$ cat src/rtl/axis_pkt_pkg.sv
// Shared types and helpers for the AXI4-Stream packet monitor.
// Keep-mask helpers take a zero-extended mask so one definition serves any keep width.
package axis_pkt_pkg;

   localparam int MAX_KEEP_WIDTH = 256;
   localparam int COUNT_WIDTH    = 16;

   typedef enum logic [1:0] {
      KEEP    = 2'd0,
      PARTIAL = 2'd1,
      RUNT    = 2'd2,
      GIANT   = 2'd3
   } err_idx_e;

   typedef enum logic {
      IDLE   = 1'b0,
      IN_PKT = 1'b1
   } monitor_state_e;

   function automatic logic [COUNT_WIDTH-1:0] popcount(input logic [MAX_KEEP_WIDTH-1:0] keep);
      logic [COUNT_WIDTH-1:0] cnt;
      cnt = '0;
      for (int i = 0; i < MAX_KEEP_WIDTH; i++) begin
         cnt = cnt + COUNT_WIDTH'(keep[i]);
      end
      return cnt;
   endfunction

   // Legal masks are 2^n-1 with n>0: adding one to such a mask shares no set bit with it.
   function automatic logic keep_is_contiguous(input logic [MAX_KEEP_WIDTH-1:0] keep);
      return (keep != '0) && ((keep & (keep + MAX_KEEP_WIDTH'(1))) == '0);
   endfunction

endpackage

$ cat src/rtl/axis_skid_slice.sv
// Two-entry register slice (main + skid) with a registered upstream ready.
// Ready never depends combinationally on the downstream ready.
module axis_skid_slice #(
   parameter int WIDTH = 8
) (
   input  logic             clk,
   input  logic             rst,
   input  logic [WIDTH-1:0] s_data,
   input  logic             s_valid,
   output logic             s_ready,
   output logic [WIDTH-1:0] m_data,
   output logic             m_valid,
   input  logic             m_ready
);

   logic [WIDTH-1:0] main_data;
   logic [WIDTH-1:0] skid_data;
   logic             main_valid;
   logic             skid_valid;
   logic             skid_valid_next;
   logic             ready_q;
   logic             s_hs;
   logic             main_free;

   assign s_hs      = s_valid && ready_q;
   assign main_free = !main_valid || m_ready;

   // The skid entry only fills when a beat arrives while the main entry is stalled.
   always_comb begin
      skid_valid_next = skid_valid;
      if (main_free) begin
         skid_valid_next = 1'b0;
      end else if (s_hs) begin
         skid_valid_next = 1'b1;
      end
   end

   always_ff @(posedge clk) begin
      if (rst) begin
         main_valid <= 1'b0;
         skid_valid <= 1'b0;
         ready_q    <= 1'b0;
      end else begin
         skid_valid <= skid_valid_next;
         ready_q    <= !skid_valid_next;
         if (main_free) begin
            if (skid_valid) begin
               main_data  <= skid_data;
               main_valid <= 1'b1;
            end else begin
               main_valid <= s_hs;
               if (s_hs) begin
                  main_data <= s_data;
               end
            end
         end else if (s_hs) begin
            skid_data <= s_data;
         end
      end
   end

   assign s_ready = ready_q;
   assign m_data  = main_data;
   assign m_valid = main_valid;

endmodule

$ cat src/rtl/axis_pkt_monitor.sv
// In-line AXI4-Stream framing checker: forwards beats through a skid slice and
// keeps packet, byte and error statistics from the input handshakes.
module axis_pkt_monitor #(
   parameter int TDATA_WIDTH   = 512,
   parameter int TKEEP_WIDTH   = TDATA_WIDTH / 8,
   parameter int MIN_PKT_BYTES = 60,
   parameter int MAX_PKT_BYTES = 1518,
   parameter int LEN_WIDTH     = 16
) (
   input  logic                   clk,
   input  logic                   rst,
   input  logic [TDATA_WIDTH-1:0] s_axis_tdata,
   input  logic [TKEEP_WIDTH-1:0] s_axis_tkeep,
   input  logic                   s_axis_tlast,
   input  logic                   s_axis_tvalid,
   output logic                   s_axis_tready,
   output logic [TDATA_WIDTH-1:0] m_axis_tdata,
   output logic [TKEEP_WIDTH-1:0] m_axis_tkeep,
   output logic                   m_axis_tlast,
   output logic                   m_axis_tvalid,
   input  logic                   m_axis_tready,
   input  logic                   stats_clr,
   output logic [31:0]            pkt_cnt,
   output logic [63:0]            byte_cnt,
   output logic [31:0]            err_pkt_cnt,
   output logic [3:0]             err_flags,
   output logic [LEN_WIDTH-1:0]   last_pkt_len,
   output logic                   pkt_done
);

   import axis_pkt_pkg::*;

   localparam int PAYLOAD_WIDTH = TDATA_WIDTH + TKEEP_WIDTH + 1;
   localparam logic [LEN_WIDTH-1:0] MIN_LEN = LEN_WIDTH'(MIN_PKT_BYTES);
   localparam logic [LEN_WIDTH-1:0] MAX_LEN = LEN_WIDTH'(MAX_PKT_BYTES);

   logic [PAYLOAD_WIDTH-1:0] m_payload;

   axis_skid_slice #(
      .WIDTH(PAYLOAD_WIDTH)
   ) u_slice (
      .clk    (clk),
      .rst    (rst),
      .s_data ({s_axis_tdata, s_axis_tkeep, s_axis_tlast}),
      .s_valid(s_axis_tvalid),
      .s_ready(s_axis_tready),
      .m_data (m_payload),
      .m_valid(m_axis_tvalid),
      .m_ready(m_axis_tready)
   );

   assign {m_axis_tdata, m_axis_tkeep, m_axis_tlast} = m_payload;

   monitor_state_e         state;
   logic [LEN_WIDTH-1:0]   len_acc;
   logic [3:0]             err_acc;
   logic                   hs;
   logic                   complete;
   logic [COUNT_WIDTH-1:0] beat_bytes;
   logic [LEN_WIDTH:0]     len_sum;
   logic [LEN_WIDTH-1:0]   len_next;
   logic [3:0]             beat_err;
   logic [3:0]             pkt_err;

   assign hs         = s_axis_tvalid && s_axis_tready;
   assign complete   = hs && s_axis_tlast;
   assign beat_bytes = popcount(MAX_KEEP_WIDTH'(s_axis_tkeep));
   assign len_sum    = {1'b0, len_acc} + (LEN_WIDTH + 1)'(beat_bytes);
   assign len_next   = len_sum[LEN_WIDTH] ? '1 : len_sum[LEN_WIDTH-1:0];

   // A length stuck at all-ones has saturated and is reported as a giant.
   always_comb begin
      beat_err          = '0;
      beat_err[KEEP]    = !keep_is_contiguous(MAX_KEEP_WIDTH'(s_axis_tkeep));
      beat_err[PARTIAL] = !s_axis_tlast && !(&s_axis_tkeep);
      pkt_err           = err_acc | beat_err;
      pkt_err[RUNT]     = len_next < MIN_LEN;
      pkt_err[GIANT]    = (len_next > MAX_LEN) || (&len_next);
   end

   always_ff @(posedge clk) begin
      if (rst) begin
         state   <= IDLE;
         len_acc <= '0;
         err_acc <= '0;
      end else if (hs) begin
         if (s_axis_tlast) begin
            state   <= IDLE;
            len_acc <= '0;
            err_acc <= '0;
         end else begin
            state   <= IN_PKT;
            len_acc <= len_next;
            err_acc <= err_acc | beat_err;
         end
      end
   end

   // A clear coincident with a completion leaves exactly that packet's contribution.
   always_ff @(posedge clk) begin
      if (rst) begin
         pkt_cnt      <= '0;
         byte_cnt     <= '0;
         err_pkt_cnt  <= '0;
         err_flags    <= '0;
         last_pkt_len <= '0;
         pkt_done     <= 1'b0;
      end else begin
         pkt_done    <= complete;
         pkt_cnt     <= (stats_clr ? 32'd0 : pkt_cnt) + {31'd0, complete};
         byte_cnt    <= (stats_clr ? 64'd0 : byte_cnt) + (complete ? 64'(len_next) : 64'd0);
         err_pkt_cnt <= (stats_clr ? 32'd0 : err_pkt_cnt) + {31'd0, complete && (|pkt_err)};
         err_flags   <= (stats_clr ? 4'd0 : err_flags) | (complete ? pkt_err : 4'd0);
         if (complete) begin
            last_pkt_len <= len_next;
         end else if (stats_clr) begin
            last_pkt_len <= '0;
         end
      end
   end

endmodule
$ cat config.mk
export PLATFORM = sky130hd
export DESIGN_NAME = axis_pkt_monitor
export DESIGN_NICKNAME = d
export VERILOG_FILES = /design/src/rtl/axis_pkt_pkg.sv /design/src/rtl/axis_skid_slice.sv /design/src/rtl/axis_pkt_monitor.sv
export SDC_FILE = /design/constraint.sdc
export NUM_CORES = 1
export LEC_CHECK = 0
export BUFFER_PORTS_ARGS = -buffer_cell sky130_fd_sc_hd__buf_2
export CAP_MARGIN = 5
export CORE_AREA = 2 2 506 508
export DETAILED_ROUTE_END_ITERATION = 10
export DIE_AREA = 0 0 508 510
export GPL_TIMING_DRIVEN = 0
export PLACE_DENSITY = 0.39
export SETUP_SLACK_MARGIN = 0.05
export SYNTH_ARGS = -nofsm -noshare
export SYNTH_HDL_FRONTEND = slang
export SYNTH_SLANG_ARGS = --single-unit
$ cat constraint.sdc
create_clock -name clk -period 96.6 [get_ports clk]
set_input_delay 14.49 -clock clk [delete_from_list [all_inputs] [get_ports clk]]
set_output_delay 14.49 -clock clk [all_outputs]
set_load 0.1 [all_outputs]
==> results.json <==
{
  "max_freq_ghz": 0.0414,
  "synth_cell_types": 71,
  "reg2reg_to": "err_pkt_cnt[30]$_SDFF_PP0_",
  "coreArea_um2": 253000,
  "drv_cap": 0,
  "cts_root_buffer": "clkbuf_16",
  "cts_buffers": 163,
  "peakVddDrop_mv": 0.0785,
  "switching_share_pct": 33.9,
  "hp-class": "flop to flop",
  "worstReg2RegStart": "len_acc[0]$_SDFFE_PP0P_",
  "p_clk_share_pct": 35.0,
  "power.switching_uw": 590,
  "crit_type": "input pin to flop",
  "finalCritPeriodShare_pct": 25.0,
  "synthCells": 3247,
  "slew_violations": 0,
  "p_int_mw": 1.15,
  "wl_per_cell_um": 26.1,
  "cts_resized": 0,
  "ys_seq_area_share_pct": 72.2,
  "critPathMaxStageDelay_ps": 600,
  "rr_worst_depth": 32,
  "status": "finished, final reports clean",
  "hold_buffers": 0,
  "drtAntennaViolNets": 0,
  "tns_ps": 0,
  "grt_pass1_wl_mm": 294,
  "synth_flop_cell": "edfxtp_1",
  "dieHeight_um": 510,
  "row_count": 185,
  "drt_iter0_markers": 2771,
  "comb_power_share_pct": 28.3,
  "gp_congestion": 0.856,
  "startpoint": "s_axis_tkeep[35]",
  "dp_hpwl_mm": 178,
  "grt_max_degree": 17,
  "grt_antenna_before_repair": 191,
  "synth_seq_cells": 1324,
  "power_frac_seq_pct": 36.7,
  "die_w_um": 508,
  "gr-total-overflow": 0,
  "cp-endpoint": "err_pkt_cnt[30]$_SDFF_PP0_",
  "first_global_vias": 35000,
  "vias_per_cell": 4.15,
  "critPathTopFamily": "adder cells",
  "ys_async_sr_fraction_pct": 0,
  "fillerInstances": 26300,
  "hold_ws_ps": 463,
  "clock_path_buffers": 3,
  "drt_wl_total_mm": 219,
  "worstPathMaxFanout": 10,
  "worstHoldStart": "len_acc[3]$_SDFFE_PP0P_",
  "tritoncts": "done",
  "cts_max_level": 4,
  "post_cts_buffers": 0,
  "ys_warn_count": 0,
  "min_period_ps": 24160,
  "finalHoldViolCount": 0,
  "syn_area_um2": 52700,
  "worst-path-stages": 37,
  "rsz0062_at_grt": "no",
  "drt_pass1_iterations": 7,
  "cts.clk_slew.worst_paths_ps": 60,
  "slew-limit-headroom_pct": 21.4,
  "drc_errors": 0,
  "synth_area_per_cell_um2": 16.2,
  "cts.sinks": 1324,
  "path_common_cell": "fa_1",
  "path_buf_inv": 9,
  "worst_pin_slew_ps": 1180,
  "num_vias": 34800,
  "die_area_um2": 259000,
  "track_usage_pct": 16.3,
  "nNetsFinal": 5550,
  "fin_worst_skew_ps": 53.8,
  "ios": 1310,
  "portBuffers": 1309,
  "layout-drive-gt1-share_pct": 44.8,
  "r2r_slack_ps": 86640,
  "synth.net_count": 3936,
  "cpMaxStageDelayCell": "nor4_1",
  "initial_core_util_pct": 20.8,
  "required_ps": 97260,
  "synth_edf_count": 1154,
  "syn_to_final_growth_pct": 33.7,
  "crit_path_end_kind": "flop",
  "finalSetupViolCount": 0,
  "arrival_ps": 24820,
  "clkLatencyLatePin_ps": 820,
  "cp-start-kind": "input pin",
  "cellPowerDensity_nw_per_um2": 24.7,
  "p_leak_nw": 26.0
}
worst min-delay path by stage:
stage / to / slack (ps) / depth (start not counted)
6_report: len_acc[3]$_SDFFE_PP0P_ / 460 / 2
5_1_grt: len_acc[8]$_SDFFE_PP0P_ / 480 / 2
4_1_cts: len_acc[8]$_SDFFE_PP0P_ / 460 / 2
3_5_place_dp: len_acc[8]$_SDFFE_PP0P_ / 450 / 2
3_3_place_gp: len_acc[8]$_SDFFE_PP0P_ / 450 / 2
2_1_floorplan: len_acc[1]$_SDFFE_PP0P_ / 440 / 2
power groups by stage:
stage               clock, mW  combinational [mW]  sequential (mW)
global placement            0               0.482            0.677
CTS                     0.630               0.491            0.638
finish                  0.609               0.491            0.638
floorplan                   0               0.296            0.723
global route            0.650               0.543            0.639
detailed placement          0               0.486            0.650
layout make-up:
cell class	count	area, um^2	area share, %
Antenna cell	27	67.6	0.0959
Buffer	111	429	0.609
Timing Repair Buffer	1449	8170	11.6
Clock inverter	96	968	1.38
Inverter	124	465	0.661
Clock buffer	206	4310	6.12
Sequential cell	1324	38100	54.0
Multi-Input combinational cell	1688	13700	19.5
Tap cell	3366	4210	5.98
cells in the mapped netlist (4+ instances only):
cell type  number  area [um^2]
and4_1          4         35.0
xnor2_1        64          561
nand4_1        41          257
o21a_1          7         52.6
dfxtp_1       170         3400
nand3_1        68          340
nor3_1         40          200
nor2_1        201          754
buf_1           4         15.0
inv_1         123          462
ha_1           50          626
nor4_1         25          156
o41ai_1         4         35.0
nor2b_1        51          319
a22oi_1        11         82.6
nand2b_1       34          213
o22ai_1         5         31.3
mux2_2        531         5980
o21ai_0        96          480
a31oi_1         4         25.0
clkbuf_1      104          390
fa_1           57         1140
nor4_2          5         62.6
xor2_1         42          368
edfxtp_1     1154        34700
nand2_1       133          499
and2_1         16          100
o31ai_1         8         60.1
a21oi_1        74          370
a21o_1         12         90.1
or2_2           4         25.0
o2111ai_1       5         43.8
or3_1          20          125
and3_1         21          131
through the flow:
stage / total power [mW] / utilization (%) / cell area [um^2] / instances / setup WS, ps
CTS: 1.76 / 27.8 / 70400 / 8364 / 72490
global placement: 1.16 / 25.0 / 63400 / 7922 / 7730
global route: 1.83 / 27.8 / 70400 / 8369 / 71840
detailed placement: 1.14 / 25.7 / 65100 / 8062 / 71640
floorplan: 1.02 / - / 52700 / 3247 / 40270
finish: 1.74 / 27.8 / 70400 / 8391 / 72440
state kept, by name, indices dropped and copies added, names as in the netlist:
name / count
u_slice.m_data: 577
err_pkt_cnt: 32
err_flags: 4
u_slice.skid_valid: 1
len_acc: 16
u_slice.m_valid: 1
last_pkt_len: 16
byte_cnt: 64
u_slice.skid_data: 577
pkt_done: 1
err_acc: 2
pkt_cnt: 32
u_slice.s_ready: 1
worst reg2reg max path: cells and delay by family (launching register included):
kind | cells | cell delay [ps]
adders and majority gates | 11 | 4730
AOI/OAI and AO/OA | 4 | 860
DFF | 1 | 330
buffers and inverters | 4 | 750
xor gates and xnor gates | 1 | 150
and+or+nand+nor | 12 | 2980
layer usage:
metal  GRT usage [%]  up-vias  share of wire [%]
li1                -    15500                  -
met1            18.9    17200                 39
met2            27.3     1508                 48
met3            7.19      518                 11
met4            4.05       68                2.9
met5               0        -               0.19
cell families after synthesis:
logic type,share of synthesized area [%]
fa+ha+maj,3.35
mux,11.4
buf+inv,1.69
compound gates,2.90
flops,72.2
xor+xnor,1.76
simple gates,6.63
cell usage in the layout (no fill, tap or decap), types with 7 or more instances in the layout:
master     netlist  routed
mux2_2         531     531
a21oi_1         74      74
a22oi_1         11      11
buf_4            0       9
xor2_1          42      42
clkinv_2         0      28
ha_1            50      50
nor4_1          25      25
nor3_1          40      38
nand2_1        133     133
nand4_1         41      41
dfxtp_1        170     170
bufinv_16        0       8
nor2_1         201     201
fa_1            57      57
o21ai_0         96      96
clkinv_16        0      10
and3_1          21      21
or3_1           20      20
diode_2          0      27
clkbuf_16        0     164
o31ai_1          8       8
buf_8            0      17
inv_1          123     123
nand3_1         68      68
edfxtp_1      1154    1154
xnor2_1         64      64
and2_1          16      16
buf_2            2    1311
a21o_1          12      12
clkbuf_1       104     139
o21a_1           7       7
nand2b_1        34      34
nor2b_1         51      51
buf_6            1     114
clkinv_1         0      36
No activity file was read; power rests on OpenSTA's default activity.
